### config.mk
export PLATFORM = sky130hd
export DESIGN_NAME = mem_boot_loader
export DESIGN_NICKNAME = d
export VERILOG_FILES = /design/src/rtl/mem_boot_loader_pkg.sv /design/src/rtl/mem_boot_loader_ldr_write_port.sv /design/src/rtl/mem_boot_loader.sv
export SDC_FILE = /design/constraint.sdc
export NUM_CORES = 1
export LEC_CHECK = 0
export CELL_PAD_IN_SITES_DETAIL_PLACEMENT = 1
export CELL_PAD_IN_SITES_GLOBAL_PLACEMENT = 1
export CORE_ASPECT_RATIO = 1.2
export CORE_MARGIN = 4
export CORE_UTILIZATION = 32
export CTS_CLUSTER_SIZE = 16
export DETAILED_ROUTE_END_ITERATION = 10
export PLACE_DENSITY_LB_ADDON = 0.12
export REMOVE_ABC_BUFFERS = 1
export SLEW_MARGIN = 20
export SYNTH_ARGS = -nofsm -noshare
export SYNTH_HDL_FRONTEND = slang
export SYNTH_SLANG_ARGS = --single-unit
export TNS_END_PERCENT = 100
### constraint.sdc
create_clock -name clk -period 2 [get_ports clk]
set_clock_uncertainty 0.05 [all_clocks]
set_input_delay 0.6 -clock clk [delete_from_list [all_inputs] [get_ports clk]]
set_output_delay 0.6 -clock clk [all_outputs]
set_load 0.05 [all_outputs]
### src/rtl/mem_boot_loader_pkg.sv
// Shared definitions for the boot loader: loader FSM encodings, default
// geometry tied to the BRAM depth, and the start-dispatch rule used by the
// loader FSM.
package mem_boot_loader_pkg;

    localparam int I_BRAM_DEPTH   = 256;
    localparam int LDR_DATA_WIDTH = 32;
    localparam int LDR_ADDR_WIDTH = 10;
    localparam int LDR_D_DEPTH    = I_BRAM_DEPTH;
    localparam int LDR_I_DEPTH    = I_BRAM_DEPTH;
    localparam int LDR_CNT_WIDTH  = 9;

    // Loads always begin at the bottom of each BRAM.
    localparam int BOOT_ADDR = 0;

    typedef enum logic [2:0] {
        LDR_IDLE   = 3'd0,
        LDR_LOAD_D = 3'd1,
        LDR_LOAD_I = 3'd2,
        LDR_RUN    = 3'd3,
        LDR_ERR    = 3'd4
    } ldr_state_t;

    // Where an accepted start sends the FSM. Over-depth counts win over
    // everything; empty regions are skipped.
    function automatic ldr_state_t ldr_dispatch(
        input int unsigned d_cnt,
        input int unsigned i_cnt,
        input int unsigned d_depth,
        input int unsigned i_depth
    );
        if (d_cnt > d_depth || i_cnt > i_depth) begin
            return LDR_ERR;
        end else if (d_cnt != 0) begin
            return LDR_LOAD_D;
        end else if (i_cnt != 0) begin
            return LDR_LOAD_I;
        end
        return LDR_RUN;
    endfunction

endpackage

### src/rtl/mem_boot_loader_ldr_write_port.sv
// Registered BRAM write-port generator for one region of the boot loader.
// Each accepted word produces a one-cycle write pulse on the following cycle
// at byte address idx*4, after which the word index advances.
//
// Ports:
//   clk, rst   system clock, synchronous active-high reset
//   clr        clear the word index (new load starting)
//   acc        a word for this region is accepted on this edge
//   data       word being accepted
//   idx        current word index (words already accepted in this load)
//   w_enb      BRAM write enable (one cycle per accepted word)
//   w_addr     BRAM write byte address
//   w_dat      BRAM write data
module mem_boot_loader_ldr_write_port
    import mem_boot_loader_pkg::*;
#(
    parameter int DATA_WIDTH = LDR_DATA_WIDTH,
    parameter int ADDR_WIDTH = LDR_ADDR_WIDTH,
    parameter int CNT_WIDTH  = LDR_CNT_WIDTH
) (
    input  logic                  clk,
    input  logic                  rst,
    input  logic                  clr,
    input  logic                  acc,
    input  logic [DATA_WIDTH-1:0] data,
    output logic [CNT_WIDTH-1:0]  idx,
    output logic                  w_enb,
    output logic [ADDR_WIDTH-1:0] w_addr,
    output logic [DATA_WIDTH-1:0] w_dat
);

    always_ff @(posedge clk) begin
        if (rst) begin
            idx    <= '0;
            w_enb  <= 1'b0;
            w_addr <= '0;
            w_dat  <= '0;
        end else begin
            w_enb <= acc;
            if (clr) begin
                idx <= '0;
            end else if (acc) begin
                idx    <= idx + CNT_WIDTH'(1);
                // Word index to byte address; the cast trims to the port width.
                w_addr <= ADDR_WIDTH'({idx, 2'b00});
                w_dat  <= data;
            end
        end
    end

endmodule

### src/rtl/mem_boot_loader.sv
// Boot loader for the rv32i instruction and data BRAMs. Takes a valid/ready
// word stream and writes d_count words into the data BRAM followed by
// i_count words into the instruction BRAM, holding the core stalled until
// the load completes. Supports reload from RUN and rejects over-depth counts.
//
// state  | meaning
// -------+----------------------------------------------------------------
// IDLE   | out of reset, core stalled, waiting for start
// LOAD_D | streaming words into the data BRAM
// LOAD_I | streaming words into the instruction BRAM
// RUN    | load finished; core released one cycle after the last write
// ERR    | requested count exceeded a depth; waits for a legal start
//
// Ports:
//   clk, rst             system clock, synchronous active-high reset
//   start                load request pulse (honoured in IDLE, RUN, ERR)
//   d_count, i_count     word counts, captured on an accepted start
//   s_valid/s_data/s_ready  input word stream handshake
//   d_w_addr/d_w_dat/d_w_enb  data BRAM write port
//   i_w_addr/i_w_dat/i_w_enb  instruction BRAM write port
//   d_init_done          data region complete
//   pc_stall, rd_enbl    core stall / register-file read enable
//   busy, error          load in progress / over-depth request
module mem_boot_loader
    import mem_boot_loader_pkg::*;
#(
    parameter int DATA_WIDTH = LDR_DATA_WIDTH,
    parameter int ADDR_WIDTH = LDR_ADDR_WIDTH,
    parameter int D_DEPTH    = LDR_D_DEPTH,
    parameter int I_DEPTH    = LDR_I_DEPTH,
    parameter int CNT_WIDTH  = LDR_CNT_WIDTH
) (
    input  logic                  clk,
    input  logic                  rst,
    input  logic                  start,
    input  logic [CNT_WIDTH-1:0]  d_count,
    input  logic [CNT_WIDTH-1:0]  i_count,
    input  logic                  s_valid,
    input  logic [DATA_WIDTH-1:0] s_data,
    output logic                  s_ready,
    output logic [ADDR_WIDTH-1:0] d_w_addr,
    output logic [DATA_WIDTH-1:0] d_w_dat,
    output logic                  d_w_enb,
    output logic [ADDR_WIDTH-1:0] i_w_addr,
    output logic [DATA_WIDTH-1:0] i_w_dat,
    output logic                  i_w_enb,
    output logic                  d_init_done,
    output logic                  pc_stall,
    output logic                  rd_enbl,
    output logic                  busy,
    output logic                  error
);

    ldr_state_t           state;
    ldr_state_t           dispatch;
    logic                 go;
    logic                 acc_d;
    logic                 acc_i;
    logic                 last_d;
    logic                 last_i;
    logic [CNT_WIDTH-1:0] cnt_d_q;
    logic [CNT_WIDTH-1:0] cnt_i_q;
    logic [CNT_WIDTH-1:0] idx_d;
    logic [CNT_WIDTH-1:0] idx_i;

    assign dispatch = ldr_dispatch(32'(d_count), 32'(i_count),
                                   32'(D_DEPTH), 32'(I_DEPTH));

    assign go     = start && (state == LDR_IDLE || state == LDR_RUN || state == LDR_ERR);
    assign acc_d  = s_valid && s_ready && (state == LDR_LOAD_D);
    assign acc_i  = s_valid && s_ready && (state == LDR_LOAD_I);
    // Counts are non-zero whenever the matching LOAD state is entered.
    assign last_d = (idx_d == cnt_d_q - CNT_WIDTH'(1));
    assign last_i = (idx_i == cnt_i_q - CNT_WIDTH'(1));

    always_ff @(posedge clk) begin
        if (rst) begin
            state       <= LDR_IDLE;
            cnt_d_q     <= '0;
            cnt_i_q     <= '0;
            s_ready     <= 1'b0;
            busy        <= 1'b0;
            error       <= 1'b0;
            pc_stall    <= 1'b1;
            rd_enbl     <= 1'b0;
            d_init_done <= 1'b0;
        end else begin
            case (state)
                LDR_IDLE, LDR_RUN, LDR_ERR: begin
                    if (start) begin
                        state       <= dispatch;
                        s_ready     <= (dispatch == LDR_LOAD_D) || (dispatch == LDR_LOAD_I);
                        busy        <= (dispatch == LDR_LOAD_D) || (dispatch == LDR_LOAD_I);
                        error       <= (dispatch == LDR_ERR);
                        pc_stall    <= 1'b1;
                        rd_enbl     <= 1'b0;
                        d_init_done <= 1'b0;
                        if (dispatch != LDR_ERR) begin
                            cnt_d_q <= d_count;
                            cnt_i_q <= i_count;
                        end
                    end else if (state == LDR_RUN) begin
                        // First RUN cycle follows the final write pulse.
                        pc_stall    <= 1'b0;
                        rd_enbl     <= 1'b1;
                        d_init_done <= 1'b1;
                    end
                end

                LDR_LOAD_D: begin
                    if (acc_d && last_d) begin
                        if (cnt_i_q != '0) begin
                            state <= LDR_LOAD_I;
                        end else begin
                            state   <= LDR_RUN;
                            s_ready <= 1'b0;
                            busy    <= 1'b0;
                        end
                    end
                end

                LDR_LOAD_I: begin
                    // Any data writes have already been issued by now.
                    d_init_done <= 1'b1;
                    if (acc_i && last_i) begin
                        state   <= LDR_RUN;
                        s_ready <= 1'b0;
                        busy    <= 1'b0;
                    end
                end

                default: begin
                    state <= LDR_IDLE;
                end
            endcase
        end
    end

    mem_boot_loader_ldr_write_port #(
        .DATA_WIDTH (DATA_WIDTH),
        .ADDR_WIDTH (ADDR_WIDTH),
        .CNT_WIDTH  (CNT_WIDTH)
    ) u_d_port (
        .clk    (clk),
        .rst    (rst),
        .clr    (go),
        .acc    (acc_d),
        .data   (s_data),
        .idx    (idx_d),
        .w_enb  (d_w_enb),
        .w_addr (d_w_addr),
        .w_dat  (d_w_dat)
    );

    mem_boot_loader_ldr_write_port #(
        .DATA_WIDTH (DATA_WIDTH),
        .ADDR_WIDTH (ADDR_WIDTH),
        .CNT_WIDTH  (CNT_WIDTH)
    ) u_i_port (
        .clk    (clk),
        .rst    (rst),
        .clr    (go),
        .acc    (acc_i),
        .data   (s_data),
        .idx    (idx_i),
        .w_enb  (i_w_enb),
        .w_addr (i_w_addr),
        .w_dat  (i_w_dat)
    );

endmodule

==> reports/summary.txt <==
status - finished, violations left
violated checks - negative setup slack
largest net degree at the start of global routing - 64
kind of critical path - reg2reg
period utilization - 1.154
path class of the lowest-slack min-delay path - reg2reg
number of DRC violations after detailed routing - 0
flip-flop and latch count after synthesis - 126
drt first-iter violations - 134
final instance count without filler cells - 1075
maximum buffer depth of the clock tree - 2
summed instance area of the synthesized netlist - 5355 um2
starting density of the core - 0.3278
placeable core area - 16340 um2
maximum fanout encountered on the critical timing path - 5
smallest hold slack - 0.4043 ns
H-tree levels - 4
YS warnings - 0
Top Ports - 146
Least-Margin Pin Slew - 0.5266 ns
leading cell type by number of instances after synthesis - sky130_fd_sc_hd__nand2_1
Leak - 3.376 nW
vias in the first global route - 5790
count of cells along the worst hold path - 2
worst relative slew slack - 0.6452
fraction of final layout cells sized beyond drive strength 1 - 0.2654
clk slew on worst S/H paths - 0.06 ns
path depth of the worst reg2reg path - 11
width of the chip - 126.1 um
half-perimeter wire length of the detailed placement result - 12.33 mm
top achievable clock speed - 433.3 MHz
Final Net Count - 909
die footprint - 18880 um2
first-pass GRT wire length - 28.37 mm
Via Count - 5272
Post-synth top flop - sky130_fd_sc_hd__dfxtp_1
number of rows created at floorplan - 51
number of enable-type register cells in the synthesized netlist - 0
CTS Root Cell - sky130_fd_sc_hd__clkbuf_16
GR Overflow Total - 0
clock sink total - 126
number of antenna diodes - 0
count of nets left with antenna violations after detail routing - 0
weighted congestion reported at the end of routability-driven placement - 0.8479
distinct cell type count of the synthesized netlist - 54
setup repair after global routing missed its margin - true
number of failing setup endpoints in the final timing report - 4
endpoint kind of the worst setup timing path - flop
most used standard cells in the synthesized netlist - sky130_fd_sc_hd__nand2_1, sky130_fd_sc_hd__dfxtp_1, sky130_fd_sc_hd__a21oi_1
endpoints failing hold - 0
gr usage total - 0.1853
TNS Setup - -1.084 ns
Synth area leader - sky130_fd_sc_hd__dfxtp_1
Overall Power - 7.479 mW
CP Launch Type - flop
Placed Instance Area - 7081 um2
placed insts - 1031
Port-buffer cells - 141
Final Instance Area - 8049 um2
final worst setup slack - -0.3078 ns
Power Density - 929.2 nW/um2
clock insertion delay at the later pin of the skew report - 0.41 ns
post-route core utilization - 0.4927
Worst EP required - 2.30 ns
number of standard cells after synthesis - 660
antenna violations before repair - 0
total length of routed wires - 17.41 mm
average cell area after synthesis - 8.114 um2
area share of the leading cell type in the synthesized netlist - 0.4710
Area Overhead vs Synth - 50.30%
Placement Setup Slack - -0.7451 ns
top area cells in the synthesized netlist - sky130_fd_sc_hd__dfxtp_1, sky130_fd_sc_hd__nand2_1, sky130_fd_sc_hd__a21oi_1, sky130_fd_sc_hd__mux2i_1, sky130_fd_sc_hd__nor2_1
average wire length per cell after detail routing - 16.19 um
total count of max-transition violations in the final report - 0
Async S/R FF share, synth - 0
clock tree from TritonCTS - built
Vias per Instance - 4.904
number of clock buffers inserted by TritonCTS - 17
first drt pass iteration count - 4
final critical-path required period - 2.308 ns
peak supply drop - 445.3 uV
number of maximum-capacitance constraint violations - 0
part of the Yosys area used for sequential elements - 0.4710
y dimension of the die - 149.7 um
data arrival time of the worst path - 2.61 ns
-- repair_timing --
| item | CTS | global route |
|---|---|---|
| setup buffers | 8 | 3 |
| setup endpoints to repair | 23 | 54 |
| pin swaps | 16 | 14 |
| resized for setup | 33 | 28 |
| gates cloned | 1 | 1 |
| hold buffers | 0 | 0 |
-- final timing paths --
path	from	to	slack [ns]
setup / recovery	cnt_d_q[1]	state[2]	-0.31
hold / removal	u_d_port.w_dat[21]	u_d_port.w_dat[21]	0.40
setup reg to reg	cnt_d_q[1]	state[2]	-0.31
hold reg to reg	u_d_port.w_dat[21]	u_d_port.w_dat[21]	0.40
-- routing by layer --
metal,wire [um],global-route usage,part of all wire,vias to the layer above
met1,6526,0.1903,0.37,2569
met2,9805,0.3589,0.56,90
met3,710,0.04820,0.041,30
met5,0,0,0,-
li1,-,-,-,2583
met4,367,0.06652,0.021,0
-- cell families after synthesis --
family	Yosys count	share of synthesized area
compound gates	123	0.1294
xor+xnor	36	0.05888
fa+ha+maj	5	0.01168
buf+inv	54	0.05257
flops	126	0.4710
mux	20	0.03738
other cells	1	0.0007003
simple gates	295	0.2383
-- power breakdown --
part           internal, mW  total [mW]  switching [mW]
clock network          2.19        3.36            1.17
logic                 0.655        1.47           0.813
registers              2.59        2.65          0.0577
total                  5.44        7.48            2.04
-- critical path, cell delays in order, from the launching register on --
cell and delay, ns:
sky130_fd_sc_hd__dfxtp_2 0.32, sky130_fd_sc_hd__inv_2 0.06, sky130_fd_sc_hd__ha_4 0.15, sky130_fd_sc_hd__or4b_4 0.51, sky130_fd_sc_hd__a21boi_2 0.17, sky130_fd_sc_hd__a221oi_2 0.08
sky130_fd_sc_hd__nor2_2 0.21, sky130_fd_sc_hd__a211oi_4 0.07, sky130_fd_sc_hd__buf_6 0.14, sky130_fd_sc_hd__buf_6 0.11, sky130_fd_sc_hd__o32a_4 0.29, sky130_fd_sc_hd__nor2_1 0.08
-- cell usage in the layout, fill, tap and decap left out, drive strengths merged, types with 5 or more instances in the layout --
cell type / instances
nand2: 185
buf: 160
dfxtp: 126
a21oi: 92
nor2: 49
clkdlybuf4s50: 35
clkbuf: 21
xor2: 20
mux2i: 20
xnor2: 16
dlymetal6s2s: 11
o21ai: 10
inv: 10
nand4: 9
or3: 8
nor3: 7
nand3: 7
nor4: 6
ha: 5
clkinv: 5
-- cell type report --
class | count | area (um2)
clock inverters | 12 | 183.9
flip-flops and latches | 126 | 2525
multi-input cells | 483 | 2738
fillers | 1954 | 8287
inverters | 9 | 33.78
repair buffers | 213 | 1837
well taps | 212 | 265.3
clock buffers | 20 | 466.7
-- state kept, by name, indices dropped and copies added (netlist names), 3 cells and up --
signal	flops
state	3
u_i_port.w_addr	8
u_i_port.idx	9
cnt_i_q	9
cnt_d_q	9
u_d_port.w_dat	32
u_i_port.w_dat	32
u_d_port.idx	9
u_d_port.w_addr	8
No activity file was read; power rests on OpenSTA's default activity.
